**config.mk**
```make
export PLATFORM = sky130hd
export DESIGN_NAME = dispatch_unit_flat
export DESIGN_NICKNAME = d
export VERILOG_FILES = /design/src/rtl/dispatch_unit_pkg.sv /design/src/rtl/dispatch_unit_if.sv /design/src/rtl/dispatch_scoreboard.sv /design/src/rtl/dispatch_unit.sv /design/src/flat_wrapper.sv
export SDC_FILE = /design/constraint.sdc
export NUM_CORES = 1
export LEC_CHECK = 0
export CAP_MARGIN = 10
export CORE_MARGIN = 5
export CORE_UTILIZATION = 43
export DETAILED_ROUTE_END_ITERATION = 12
export PLACE_DENSITY = 0.8
export SLEW_MARGIN = 10
export SYNTH_ARGS = -nofsm -noshare
export SYNTH_HDL_FRONTEND = slang
export SYNTH_HIERARCHICAL = 1
export SYNTH_SLANG_ARGS = --single-unit
```
**constraint.sdc**
```tcl
create_clock -name clk -period 10.3 [get_ports clk]
set_input_delay 2.575 -clock clk [delete_from_list [all_inputs] [get_ports clk]]
set_output_delay 2.575 -clock clk [all_outputs]
set_load 0.1 [all_outputs]
```
**src/rtl/dispatch_unit_pkg.sv**
```systemverilog
// Shared types and constants for the dispatch stage: queue-head entry, issue bundle and
// the helper that turns one into the other.
package dispatch_unit_pkg;

  localparam int unsigned ISSUE_WIDTH = 2;
  localparam int unsigned REG_NUM     = 32;
  localparam int unsigned REG_AW      = $clog2(REG_NUM);

  typedef logic [REG_AW-1:0] reg_addr_t;

  // Entry as it sits at the head of the decoder issue queue.
  typedef struct packed {
    logic                 inst_valid;
    logic [31:0]          pc;
    logic [7:0]           alu_op;
    logic [1:0]           reg_read_en;
    reg_addr_t [1:0]      reg_read_addr;
    logic                 reg_write_en;
    reg_addr_t            reg_write_addr;
    logic [31:0]          imm;
    logic [3:0]           is_exception;
    logic                 is_mem;
    logic                 is_privilege;
    logic                 is_multicycle;
  } id_dispatch_t;

  // Per-lane bundle handed to the execute pipes.
  typedef struct packed {
    logic                 valid;
    logic [31:0]          pc;
    logic [7:0]           alu_op;
    logic [1:0]           reg_read_en;
    reg_addr_t [1:0]      reg_read_addr;
    logic                 reg_write_en;
    reg_addr_t            reg_write_addr;
    logic [31:0]          imm;
    logic [3:0]           is_exception;
    logic                 is_mem;
    logic                 is_privilege;
    logic                 is_multicycle;
  } dispatch_ex_t;

  function automatic dispatch_ex_t to_ex(input id_dispatch_t d);
    dispatch_ex_t e;
    e.valid          = 1'b1;
    e.pc             = d.pc;
    e.alu_op         = d.alu_op;
    e.reg_read_en    = d.reg_read_en;
    e.reg_read_addr  = d.reg_read_addr;
    e.reg_write_en   = d.reg_write_en;
    e.reg_write_addr = d.reg_write_addr;
    e.imm            = d.imm;
    e.is_exception   = d.is_exception;
    e.is_mem         = d.is_mem;
    e.is_privilege   = d.is_privilege;
    e.is_multicycle  = d.is_multicycle;
    return e;
  endfunction

endpackage

```
**src/rtl/dispatch_unit_if.sv**
```systemverilog
// Issue-queue head interface: the queue (master) presents head entries, the dispatch
// unit (slave) answers with per-entry pop/discard strobes.
interface dispatch_unit_if;
  import dispatch_unit_pkg::*;

  id_dispatch_t [ISSUE_WIDTH-1:0] dispatch_i;
  logic [ISSUE_WIDTH-1:0]         head_valid;
  logic [ISSUE_WIDTH-1:0]         dqueue_en;
  logic [ISSUE_WIDTH-1:0]         invalid_en;

  modport master (
    output dispatch_i,
    output head_valid,
    input  dqueue_en,
    input  invalid_en
  );

  modport slave (
    input  dispatch_i,
    input  head_valid,
    output dqueue_en,
    output invalid_en
  );
endinterface

```
**src/rtl/dispatch_scoreboard.sv**
```systemverilog
// Pending-write scoreboard: one busy bit per GPR for long-latency producers, with a
// 2-lane x 2-source lookup port.
module dispatch_scoreboard
  import dispatch_unit_pkg::*;
(
  input  logic                              clk,
  input  logic                              rst,
  input  logic                              flush,
  input  logic      [ISSUE_WIDTH-1:0]       set_en,
  input  reg_addr_t [ISSUE_WIDTH-1:0]       set_addr,
  input  logic                              clr_en,
  input  reg_addr_t                         clr_addr,
  input  reg_addr_t [ISSUE_WIDTH-1:0][1:0]  rd_addr,
  output logic      [ISSUE_WIDTH-1:0][1:0]  busy
);

  logic [REG_NUM-1:0] sb_q, sb_d;

  // Clear first so a same-cycle set of the same register wins; r0 is never busy.
  always_comb begin
    sb_d = sb_q;
    if (clr_en) sb_d[clr_addr] = 1'b0;
    for (int i = 0; i < ISSUE_WIDTH; i++) begin
      if (set_en[i]) sb_d[set_addr[i]] = 1'b1;
    end
    sb_d[0] = 1'b0;
  end

  // Busy vector; flush drops every pending write, including a writeback in that cycle.
  always_ff @(posedge clk or posedge rst) begin
    if (rst) begin
      sb_q <= '0;
    end else if (flush) begin
      sb_q <= '0;
    end else begin
      sb_q <= sb_d;
    end
  end

  // Hazard lookup for both sources of both lanes.
  always_comb begin
    for (int i = 0; i < ISSUE_WIDTH; i++) begin
      for (int k = 0; k < 2; k++) begin
        busy[i][k] = sb_q[rd_addr[i][k]];
      end
    end
  end

endmodule

```
**src/rtl/dispatch_unit.sv**
```systemverilog
// Dispatch stage: in-order dual issue from the issue-queue head into registered per-lane
// bundles, with scoreboard-based stalls on pending long-latency writes.
module dispatch_unit
  import dispatch_unit_pkg::*;
(
  input  logic                            clk,
  input  logic                            rst,
  input  logic                            flush,
  input  logic                            pause,
  dispatch_unit_if.slave                  iq,
  input  logic                            wb_en,
  input  reg_addr_t                       wb_addr,
  output dispatch_ex_t [ISSUE_WIDTH-1:0]  dispatch_o,
  output logic                            pause_dispatch
);

  id_dispatch_t d0, d1;
  assign d0 = iq.dispatch_i[0];
  assign d1 = iq.dispatch_i[1];

  reg_addr_t [ISSUE_WIDTH-1:0][1:0] rd_addr;
  logic      [ISSUE_WIDTH-1:0][1:0] busy;
  logic      [ISSUE_WIDTH-1:0]      src_haz;
  logic      [ISSUE_WIDTH-1:0]      set_en;
  reg_addr_t [ISSUE_WIDTH-1:0]      set_addr;
  logic iss0, iss1, disc0, disc1, pop0, lane0_conflict, raw1, hold;

  assign hold = rst | flush | pause;

  dispatch_scoreboard u_scoreboard (
    .clk      (clk),
    .rst      (rst),
    .flush    (flush),
    .set_en   (set_en),
    .set_addr (set_addr),
    .clr_en   (wb_en),
    .clr_addr (wb_addr),
    .rd_addr  (rd_addr),
    .busy     (busy)
  );

  // Source hazards; r0 reads never stall because the scoreboard never marks r0 busy.
  always_comb begin
    rd_addr[0] = d0.reg_read_addr;
    rd_addr[1] = d1.reg_read_addr;
    src_haz[0] = |(d0.reg_read_en & busy[0]);
    src_haz[1] = |(d1.reg_read_en & busy[1]);
  end

  // Issue/discard decisions. Lane 0's fields only constrain lane 1 when lane 0 actually
  // issues; a discarded lane 0 is a bubble and lets lane 1 issue on its own.
  always_comb begin
    iss0  = iq.head_valid[0] & d0.inst_valid & ~hold & ~src_haz[0];
    disc0 = iq.head_valid[0] & ~d0.inst_valid & ~hold;
    pop0  = iss0 | disc0;

    raw1 = d0.reg_write_en & (d0.reg_write_addr != '0) &
           ((d1.reg_read_en[0] & (d1.reg_read_addr[0] == d0.reg_write_addr)) |
            (d1.reg_read_en[1] & (d1.reg_read_addr[1] == d0.reg_write_addr)));
    lane0_conflict = iss0 & (raw1 | (d0.is_mem & d1.is_mem) | d0.is_privilege |
                             (d0.is_exception != '0));

    iss1  = pop0 & iq.head_valid[1] & d1.inst_valid & ~src_haz[1] & ~d1.is_privilege &
            ~lane0_conflict;
    disc1 = pop0 & iq.head_valid[1] & ~d1.inst_valid;

    iq.dqueue_en   = {iss1 | disc1, pop0};
    iq.invalid_en  = {disc1, disc0};
    pause_dispatch = iq.head_valid[0] & d0.inst_valid & src_haz[0] & ~pause & ~flush & ~rst;
  end

  // Scoreboard set requests for issued long-latency writers.
  always_comb begin
    set_en[0]   = iss0 & d0.reg_write_en & d0.is_multicycle & (d0.reg_write_addr != '0);
    set_en[1]   = iss1 & d1.reg_write_en & d1.is_multicycle & (d1.reg_write_addr != '0);
    set_addr[0] = d0.reg_write_addr;
    set_addr[1] = d1.reg_write_addr;
  end

  // Registered issue bundle: held under pause, zeroed on reset/flush and for idle lanes.
  always_ff @(posedge clk or posedge rst) begin
    if (rst) begin
      dispatch_o <= '0;
    end else if (flush) begin
      dispatch_o <= '0;
    end else if (!pause) begin
      dispatch_o[0] <= iss0 ? to_ex(d0) : '0;
      dispatch_o[1] <= iss1 ? to_ex(d1) : '0;
    end
  end

endmodule

```
**src/flat_wrapper.sv**
```systemverilog
// flat-port wrapper written by rule: the top's interface ports become plain ports
module dispatch_unit_flat import dispatch_unit_pkg::*;
  (clk, rst, flush, pause, wb_en, wb_addr, dispatch_o, pause_dispatch, iq_dispatch_i, iq_head_valid, iq_dqueue_en, iq_invalid_en);
  dispatch_unit_if iq_i ();
  input  logic clk;
  input  logic rst;
  input  logic flush;
  input  logic pause;
  input  logic wb_en;
  input  reg_addr_t wb_addr;
  output dispatch_ex_t [ISSUE_WIDTH-1:0] dispatch_o;
  output logic pause_dispatch;
  input wire logic [$bits(iq_i.dispatch_i)-1:0] iq_dispatch_i;
  input wire logic [$bits(iq_i.head_valid)-1:0] iq_head_valid;
  output wire logic [$bits(iq_i.dqueue_en)-1:0] iq_dqueue_en;
  output wire logic [$bits(iq_i.invalid_en)-1:0] iq_invalid_en;
  assign iq_i.dispatch_i = iq_dispatch_i;
  assign iq_i.head_valid = iq_head_valid;
  assign iq_dqueue_en = iq_i.dqueue_en;
  assign iq_invalid_en = iq_i.invalid_en;
  dispatch_unit u_core (.clk(clk), .rst(rst), .flush(flush), .pause(pause), .iq(iq_i), .wb_en(wb_en), .wb_addr(wb_addr), .dispatch_o(dispatch_o), .pause_dispatch(pause_dispatch));
endmodule
```
==> flow_metrics.env <==
export IMPL_rr_startpoint="u_core/u_scoreboard/sb_q[23]$_DFF_PP0_"
export IMPL_worstSetupStartpointType="input port"
export IMPL_cts_root_buf="sky130_fd_sc_hd__clkbuf_16"
export IMPL_insertion_delay_ps=530
export IMPL_cts_setup_buffers=0
export IMPL_yosys_warnings=6
export IMPL_dpl_hpwl_mm=27.3
export IMPL_timing_hold_worst_path_depth=1
export IMPL_worstSetupPathType="input port to primary output"
export IMPL_relSlewSlack=0.201
export IMPL_worst_case_vdd_ir_drop_mv=0.125
export IMPL_post_synth_main_area_contributors="sky130_fd_sc_hd__dfrtp_1 (57%), sky130_fd_sc_hd__a22o_1 (17%), sky130_fd_sc_hd__mux2i_1 (3.6%), sky130_fd_sc_hd__a22oi_1 (2.9%), sky130_fd_sc_hd__a21oi_1 (2.3%)"
export IMPL_wire_length_of_the_first_global_routing_pass_mm=56.8
export IMPL_postLayoutCellArea_um2=15000
export IMPL_required_ps=7730
export IMPL_synth_seq_cells=227
export IMPL_status="complete, no violations"
export IMPL_critical_path_slowest_cell="sky130_fd_sc_hd__clkdlybuf4s50_1"
export IMPL_synthDistinctLibCells=44
export IMPL_cap_violations=0
export IMPL_min_delay_path_class="flop to flop"
export IMPL_cellLeakagePower_nw=6.50
export IMPL_h_tree_levels=1
export IMPL_fin_crit_ps=8710
export IMPL_timing_hold_violations_final=0
export IMPL_placeableCoreArea_um2=22700
export IMPL_synth_top_area_cell="sky130_fd_sc_hd__dfrtp_1"
export IMPL_async_reset_ff_frac=1.00
export IMPL_power_density_normalized_to_cell_area_nw_per_um2=139
export IMPL_cell_with_the_most_instances_after_synthesis="sky130_fd_sc_hd__dfrtp_1"
export IMPL_worst_ep_arrival_time_ps=6140
export IMPL_worst_reg2reg_setup_slack_ps=6320
export IMPL_r2r_end="u_core/u_scoreboard/sb_q[24]$_DFF_PP0_"
export IMPL_worst_slack_ps=1590
export IMPL_initial_utilization=0.439
export IMPL_route_detailed_vias_per_inst=6.01
export IMPL_synth_common_cells="sky130_fd_sc_hd__dfrtp_1 (227), sky130_fd_sc_hd__a22o_1 (194), sky130_fd_sc_hd__a21oi_1 (45)"
export IMPL_min_from="u_core/dispatch_o[97]$_DFFE_PP0P_"
export IMPL_crit_path_max_fanout=8
export IMPL_syn_nets=1011
export IMPL_grt_setup_unrepaired="no"
export IMPL_maximum_buffer_depth_of_the_clock_tree=3
export IMPL_setup_viol_count_final=0
export IMPL_cp_top_family="buffers and inverters"
export IMPL_proportion_of_synthesized_chip_area_in_sequential_cells=0.570
export IMPL_setup_total_negative_slack_ps=0
export IMPL_crit_cells=9
export IMPL_io_buffer_count=408
export IMPL_cts_buffers_inserted=25
export IMPL_die_area_um2=26300
export IMPL_drt_initial_drc_count=873
export IMPL_post_dp_cell_area_um2=14200
export IMPL_cts_num_sinks=227
export IMPL_reg2reg_depth=11
export IMPL_clk_transition_reported_paths_ps=60
export IMPL_post_route_period_util=0.846
export IMPL_finalWeightedCongestion=0.940
export IMPL_critical_path_endpoint_type="primary output"
export IMPL_maximum_frequency_from_static_timing_analysis_ghz=0.115
export IMPL_grt_pass1_vias=9040
export IMPL_fp_dieW_um=162
export IMPL_detailedRoute_firstPassIterationCount=6
export IMPL_drive_gt1_frac=0.0534
export IMPL_crit_path_frequent_cell="sky130_fd_sc_hd__clkdlybuf4s50_1"
export IMPL_finClkSkew_ps=10.8
export IMPL_grt_remaining_overflow=0
export IMPL_hold_buffers=0
export IMPL_min_to="u_core/dispatch_o[97]$_DFFE_PP0P_"
export IMPL_antenna_found_initial=5
export IMPL_tightestPinTransition_ps=1190
export IMPL_synth_avg_cell_area_um2=12.4
export IMPL_yosysTopAreaCellShare=0.570
export IMPL_number_of_flops_mapped_to_enable_cells_by_yosys=0
export IMPL_synthesis_area_um2=9960
export IMPL_synthesized_netlist_cell_count=803
export IMPL_routed_via_count=8932
export IMPL_cts_resized=0
export IMPL_rows=55
export IMPL_cp_cell_sequence="clkdlybuf4s50_1 -> mux4_2 -> nand2b_1 -> o211ai_1 -> nand4_1 -> a22o_1 -> and2_1 -> nor3_1 -> clkdlybuf4s50_1"
export IMPL_flow_area_growth_from_synthesis_pct=51.0
export IMPL_report_final_slew_viol_count=0
export IMPL_critPathMaxStageDelay_ps=1200
export IMPL_detail_route_antenna_nets=0
export IMPL_fin_worst_hold_slack_ps=476
export IMPL_dp_slack_ps=1620
export IMPL_groute_usage_overall=0.277
export IMPL_synth_top_flop_cell="sky130_fd_sc_hd__dfrtp_1"
export IMPL_drc_errors=0
export IMPL_dieHeight_um=162
export IMPL_largest_net_degree_at_the_start_of_global_routing=197
export IMPL_totalWireLength_mm=37.6
export IMPL_timing_critical_path_buf_inv=2
export IMPL_tritoncts="yes"
export IMPL_i_o_pin_cnt=409
export IMPL_final_nets=1389
export IMPL_avgRoutedWirePerCell_um=25.3
-- final cells by class --
type | count | area, µm²
Antenna cell | 4 | 10.0
Clock inverter | 9 | 165
Timing Repair Buffer | 414 | 4130
Multi-Input combinational cell | 506 | 3960
Tap cell | 285 | 357
Sequential cell | 227 | 5680
Clock buffer | 35 | 703
Fill cell | 1719 | 7670
Inverter | 7 | 33.8
-- worst max-delay path by stage --
stage,startpoint,endpoint
final,iq_dispatch_i[45],iq_invalid_en[1]
after global routing,iq_dispatch_i[45],iq_invalid_en[1]
after CTS,iq_dispatch_i[45],iq_invalid_en[1]
after detailed placement,iq_dispatch_i[45],iq_invalid_en[1]
after global placement,iq_dispatch_i[45],iq_invalid_en[1]
after floorplan,rst,u_core/dispatch_o[0]$_DFFE_PP0P_
-- layout by cell type, fill, tap and decap left out, types with 2 or more instances in the layout --
master	instances
sky130_fd_sc_hd__mux2i_1	36
sky130_fd_sc_hd__o2111ai_1	4
sky130_fd_sc_hd__inv_1	5
sky130_fd_sc_hd__nor3_1	3
sky130_fd_sc_hd__clkbuf_1	6
sky130_fd_sc_hd__clkbuf_16	25
sky130_fd_sc_hd__nor2b_1	9
sky130_fd_sc_hd__o211ai_1	4
sky130_fd_sc_hd__clkdlybuf4s50_1	405
sky130_fd_sc_hd__mux4_2	8
sky130_fd_sc_hd__mux4_1	4
sky130_fd_sc_hd__and2_1	2
sky130_fd_sc_hd__clkinv_2	2
sky130_fd_sc_hd__or4_1	2
sky130_fd_sc_hd__dfrtp_1	227
sky130_fd_sc_hd__nand2_1	20
sky130_fd_sc_hd__a21oi_1	45
sky130_fd_sc_hd__a22o_1	194
sky130_fd_sc_hd__clkinvlp_4	2
sky130_fd_sc_hd__nand2b_1	9
sky130_fd_sc_hd__or3b_2	2
sky130_fd_sc_hd__nand3_1	19
sky130_fd_sc_hd__buf_4	8
sky130_fd_sc_hd__nand4_1	6
sky130_fd_sc_hd__and3_1	7
sky130_fd_sc_hd__a211oi_1	4
sky130_fd_sc_hd__xnor2_1	10
sky130_fd_sc_hd__diode_2	4
sky130_fd_sc_hd__o21ai_0	31
sky130_fd_sc_hd__nand3b_1	5
sky130_fd_sc_hd__bufinv_16	4
sky130_fd_sc_hd__a22oi_1	39
sky130_fd_sc_hd__nor3b_1	7
sky130_fd_sc_hd__clkbuf_8	4
sky130_fd_sc_hd__nor2_1	18
sky130_fd_sc_hd__and3b_1	3
-- per-stage QoR --
| stage | instances | utilization | power [W] |
|---|---|---|---|
| 6_report | 1487 | 0.662 | 0.00209 |
| 5_1_grt | 1487 | 0.662 | 0.00215 |
| 4_1_cts | 1483 | 0.662 | 0.00210 |
| 3_5_place_dp | 1439 | 0.624 | 0.00116 |
| 3_3_place_gp | 1439 | 0.624 | 0.00115 |
| 2_1_floorplan | 803 | - | 0.00103 |
-- power by group --
| part | switching, W | total [W] | internal [W] |
|---|---|---|---|
| combinational | 0.000138 | 0.000239 | 0.000101 |
| clock | 0.000368 | 0.000946 | 0.000578 |
| sequential | 0.00000356 | 0.000901 | 0.000898 |
| total | 0.000509 | 0.00209 | 0.00158 |
-- worst reg2reg max path: cells and delay by family (launching register included) --
kind,cells,cell delay (ps)
simple gates,4,1330
flops,1,440
compound gates,6,1640
mux,1,480
-- cells by family (layout without fill, tap and decap cells) --
family	Yosys count	after routing	share of synthesized area
AO/OA/AOI/OAI	329	329	0.255
XOR/XNOR	10	10	0.00879
buffers and inverters	70	465	0.0348
flip-flops	227	227	0.570
multiplexers	48	48	0.0648
other	0	4	0
AND/OR/NAND/NOR	119	119	0.0661
-- routing by layer --
layer  vias up  GRT usage  part of all wire
met5         -          0           0.00043
met4         2      0.100             0.032
met3        88     0.0693             0.096
met2       550      0.443              0.47
met1      4413      0.367              0.40
li1       3879          -                 -
-- state kept, by name, indices dropped and copies added (netlist names) --
name / count
u_core/u_scoreboard/sb_q: 31
u_core/dispatch_o: 196
Note: power is estimated with default switching activity, not from simulation.
